--- config.mk ---
export PLATFORM = sky130hd
export DESIGN_NAME = tick_generator
export DESIGN_NICKNAME = d
export VERILOG_FILES = /design/src/rtl/clk_pkg.sv /design/src/rtl/tick_channel.sv /design/src/rtl/tick_generator.sv
export SDC_FILE = /design/constraint.sdc
export NUM_CORES = 1
export LEC_CHECK = 0
export ABC_AREA = 1
export BUFFER_PORTS_ARGS = -buffer_cell sky130_fd_sc_hd__buf_2
export CORE_MARGIN = 5
export CORE_UTILIZATION = 35
export CTS_BUF_LIST = sky130_fd_sc_hd__clkbuf_2 sky130_fd_sc_hd__clkbuf_4 sky130_fd_sc_hd__clkbuf_8
export CTS_CLUSTER_DIAMETER = 100
export DETAILED_ROUTE_END_ITERATION = 12
export SLEW_MARGIN = 30
export SYNTH_ARGS = -nofsm -noshare
export SYNTH_HDL_FRONTEND = slang
export SYNTH_SLANG_ARGS = --single-unit
--- constraint.sdc ---
create_clock -name clk -period 4.8 [get_ports clk]
set_clock_uncertainty 0.05 [all_clocks]
set_input_delay 0.96 -clock clk [delete_from_list [all_inputs] [get_ports clk]]
set_output_delay 0.96 -clock clk [all_outputs]
set_load 0.02 [all_outputs]
--- src/rtl/clk_pkg.sv ---
// Clock-rate constants and divider helpers shared by the tick/blink logic.
package clk_pkg;

    localparam longint CLK_HZ = 100_000_000;

    // Rate is given in millihertz so fractional blink rates stay integral.
    // The half-period is rounded up, so 1.5 Hz yields 33_333_333.
    function automatic longint hz_to_div(input longint rate_mhz);
        return (CLK_HZ * 1000 + 2 * rate_mhz - 1) / (2 * rate_mhz) - 1;
    endfunction

    localparam longint DEFAULT_BLINK_DIV = hz_to_div(1500);

endpackage

--- src/rtl/tick_channel.sv ---
// One divider channel: counter, terminal-count register, registered tick and blink.
module tick_channel
    import clk_pkg::*;
#(
    parameter int          CNT_W       = 25,
    parameter int unsigned DEFAULT_DIV = 32'(DEFAULT_BLINK_DIV)
) (
    input  logic             clk,
    input  logic             rst,
    input  logic             en,
    input  logic             sync,
    input  logic             wr,
    input  logic [CNT_W-1:0] val,
    output logic             tick,
    output logic             blink,
    output logic [CNT_W-1:0] div_q
);

    logic [CNT_W-1:0] cnt_reg, cnt_next;
    logic [CNT_W-1:0] div_reg, div_next;
    logic             tick_reg, tick_next;
    logic             blink_reg, blink_next;

    // The wrap compare always sees div_reg, so a write lands one cycle later.
    always_comb begin
        cnt_next   = cnt_reg;
        div_next   = wr ? val : div_reg;
        tick_next  = 1'b0;
        blink_next = blink_reg;
        if (sync) begin
            cnt_next   = '0;
            blink_next = 1'b0;
        end else if (en) begin
            if (cnt_reg >= div_reg) begin
                cnt_next   = '0;
                tick_next  = 1'b1;
                blink_next = ~blink_reg;
            end else begin
                cnt_next = cnt_reg + 1'b1;
            end
        end
    end

    always_ff @(posedge clk) begin
        if (rst) begin
            cnt_reg   <= '0;
            div_reg   <= CNT_W'(DEFAULT_DIV);
            tick_reg  <= 1'b0;
            blink_reg <= 1'b0;
        end else begin
            cnt_reg   <= cnt_next;
            div_reg   <= div_next;
            tick_reg  <= tick_next;
            blink_reg <= blink_next;
        end
    end

    assign tick  = tick_reg;
    assign blink = blink_reg;
    assign div_q = div_reg;

endmodule

--- src/rtl/tick_generator.sv ---
// Multi-channel tick/blink divider: channel write decode and terminal-count readback.
module tick_generator
    import clk_pkg::*;
#(
    parameter int          NUM_CH      = 4,
    parameter int          CNT_W       = 25,
    parameter int unsigned DEFAULT_DIV = 32'(DEFAULT_BLINK_DIV),
    localparam int         CH_W        = (NUM_CH > 1) ? $clog2(NUM_CH) : 1
) (
    input  logic              clk,
    input  logic              rst,
    input  logic              en,
    input  logic              sync,
    input  logic              div_wr,
    input  logic [CH_W-1:0]   div_ch,
    input  logic [CNT_W-1:0]  div_val,
    output logic [NUM_CH-1:0] tick,
    output logic [NUM_CH-1:0] blink,
    output logic [CNT_W-1:0]  div_rd
);

    logic [NUM_CH-1:0] ch_wr;
    logic [CNT_W-1:0]  div_q [NUM_CH];

    generate
        for (genvar gi = 0; gi < NUM_CH; gi++) begin : g_ch
            // Channel numbers past NUM_CH-1 match no channel, so such writes drop.
            assign ch_wr[gi] = div_wr && (int'(div_ch) == gi);

            tick_channel #(
                .CNT_W       (CNT_W),
                .DEFAULT_DIV (DEFAULT_DIV)
            ) u_ch (
                .clk   (clk),
                .rst   (rst),
                .en    (en),
                .sync  (sync),
                .wr    (ch_wr[gi]),
                .val   (div_val),
                .tick  (tick[gi]),
                .blink (blink[gi]),
                .div_q (div_q[gi])
            );
        end
    endgenerate

    always_comb begin
        div_rd = '0;
        for (int i = 0; i < NUM_CH; i++) begin
            if (int'(div_ch) == i) div_rd = div_q[i];
        end
    end

endmodule

==> metrics.yaml <==
drtPass1Iterations: 5
max_stage_delay_ns: 0.74
synth_seq_cells: 208
critPathMaxFanout: 24
clk_path_buf_depth: 3
synthMostInstantiatedCell: "nand2_1"
portBuffers: 64
drive_above_1_share: 0.101
cpMaxStageDelayCell: "inv_1"
cp-start-kind: "primary input"
drc: 0
clkSinkCount: 208
die_w_um: 193
peakVddDrop_uv: 148
via_per_inst: 5.02
cts_tree: "done"
numCtsBuffers: 38
setup_viol: 0
synthTopCellsByArea: "dfxtp_1 (35%), ha_1 (11%), nand2_1 (10%)"
syn_nets: 1777
dr_wl_met3_um: 2560
outcome: "finished clean"
grt_pass1_vias: 10466
cts_resized: 0
fill_cells: 3579
total_leakage_power_nw: 5.83
register_area_um2: 4160
min_path_type: "reg2reg"
relSlewSlack: 0.323
clk_pin_slew_worst_paths_ns: 0.06
multi_input_area_um2: 6510
io_pins: 65
wl_per_cell_um: 17.0
grt_overflow: 0
finalPower_mw: 3.97
finalCritPeriodShare: 0.737
setup_tns_ns: 0
wl_met1_um: 15900
crit_top_cell: "buf_2"
first_iter_violations: 874
cpLargestDelayFamily: "buffers and inverters"
area_growth_pct: 12.6
hold_buffers: 0
rsz0062_at_grt: "false"
die-area_um2: 37400
initial_core_util: 0.353
nNetsFinal: 1833
yosys_warnings: 0
path_cells: "buf_2 > nor2_1 > inv_1 > o22ai_1 > a21oi_1 > o21ai_0 > buf_2"
yosys_most_used_dff: "dfxtp_1"
fp-row-count: 67
grt_max_degree: 69
cts-root-buf: "clkbuf_8"
crit_buf_inv: 3
synth_top_cell_by_area: "dfxtp_1"
critical_path_class: "in2out"
postSynthAreaPerCell_um2: 7.18
vias: 10911
drv_cap: 0
arrival_ns: 2.53
cts_setup_buffers: 0
report.final.slew_viol_count: 0
required_ns: 3.79
synth_top_area_frac: 0.353
dr_wl_met2_um: 16800
final_antenna_net_count: 0
routed_wl_um: 37000
tightest_slew_ns: 1.01
synth-edff-count: 0
grt_pass1_wl_um: 57600
antenna_found_initial: 0
async_flop_share: 0
route.top_layer_used: "met4"
clk_latency_ns: 0.54
dp_hpwl_um: 28900
design.core.area_um2: 33400
period_needed_ns: 3.54
synth_cells: 1641
syn_area_um2: 11800
die_y_um: 193
fmax_mhz: 283
seq_area_frac_synth: 0.353
cellPowerDensity_nw_per_um2: 299
hold_slack_ns: 0.441
htree_levels: 2
grtUsageTotal: 0.192
yosys-top-cells-count: "nand2_1 (314), inv_1 (216), dfxtp_1 (208)"
gp_congestion: 0.906
endpoint_kind: "primary output"
hold_viol_final: 0
synthDistinctLibCells: 41
final cells by class:
cell class                 count  share of cell area
sequential                   208               0.314
clock inverter                 9             0.00594
timing repair buffer          72              0.0287
antenna                        3            0.000566
clock buffer                  58              0.0555
tap                          448              0.0423
inverter                     219              0.0624
multi-input combinational   1158               0.491
power by group:
part / total (mW) / switching (mW) / internal (mW)
clock network: 1.81 / 0.771 / 1.03
logic: 0.370 / 0.269 / 0.102
registers: 1.79 / 0.0197 / 1.77
metal layers:
layer	up-vias	GRT usage
met5	-	0
met4	0	0.0881
met3	77	0.0414
met2	337	0.317
met1	5002	0.240
li1	5495	-
layout by cell type (no fill, tap or decap), drive strengths merged, types with 2 or more instances in the layout:
cell        n
o22ai      32
nand4      31
inv       219
nand2     321
xnor2      21
ha        104
clkinvlp    2
nand3b      8
nor3b       5
buf        72
nor2      221
o21bai      6
dfxtp     208
nor3       20
o211ai     36
o21a        7
diode       3
and2        2
a21oi     125
nand3      62
clkbuf     58
clkinv      6
o21ai     105
nor4        2
a21o        5
xor2       41
cells by family after synthesis:
logic type / synth area share
xor gates and xnor gates: 0.0461
buffers and inverters: 0.0945
and+or+nand+nor: 0.245
adders and majority gates: 0.110
AOI/OAI and AO/OA: 0.151
DFF: 0.353
worst register-to-register path, delay by kind of cell (launching register included):
family	cells	cell delay [ns]
and+or+nand+nor	11	1.57
adders and majority gates	1	0.34
DFF	1	0.30
buffers and inverters	1	0.13
worst paths after layout:
path	end	slack (ns)	startpoint	depth (start not counted)
setup / recovery	div_rd[2]	1.26	div_ch[0]	7
hold reg to reg	g_ch[2].u_ch.blink	0.44	g_ch[2].u_ch.blink	2
hold / removal	g_ch[2].u_ch.blink	0.44	g_ch[2].u_ch.blink	2
setup reg to reg	g_ch[0].u_ch.cnt_reg[24]	2.24	g_ch[0].u_ch.div_q[6]	13
stage by stage:
stage | instances | instance area [µm²] | setup slack, ns | util
after floorplan | 1641 | 11800 | 1.87 | -
after CTS | 2172 | 13300 | 1.31 | 0.397
after detailed placement | 2105 | 12400 | 1.31 | 0.373
after global routing | 2172 | 13300 | 1.09 | 0.397
after global placement | 2105 | 12400 | 1.29 | 0.373
final | 2175 | 13300 | 1.26 | 0.398
Power figures use the tool's default switching activity.
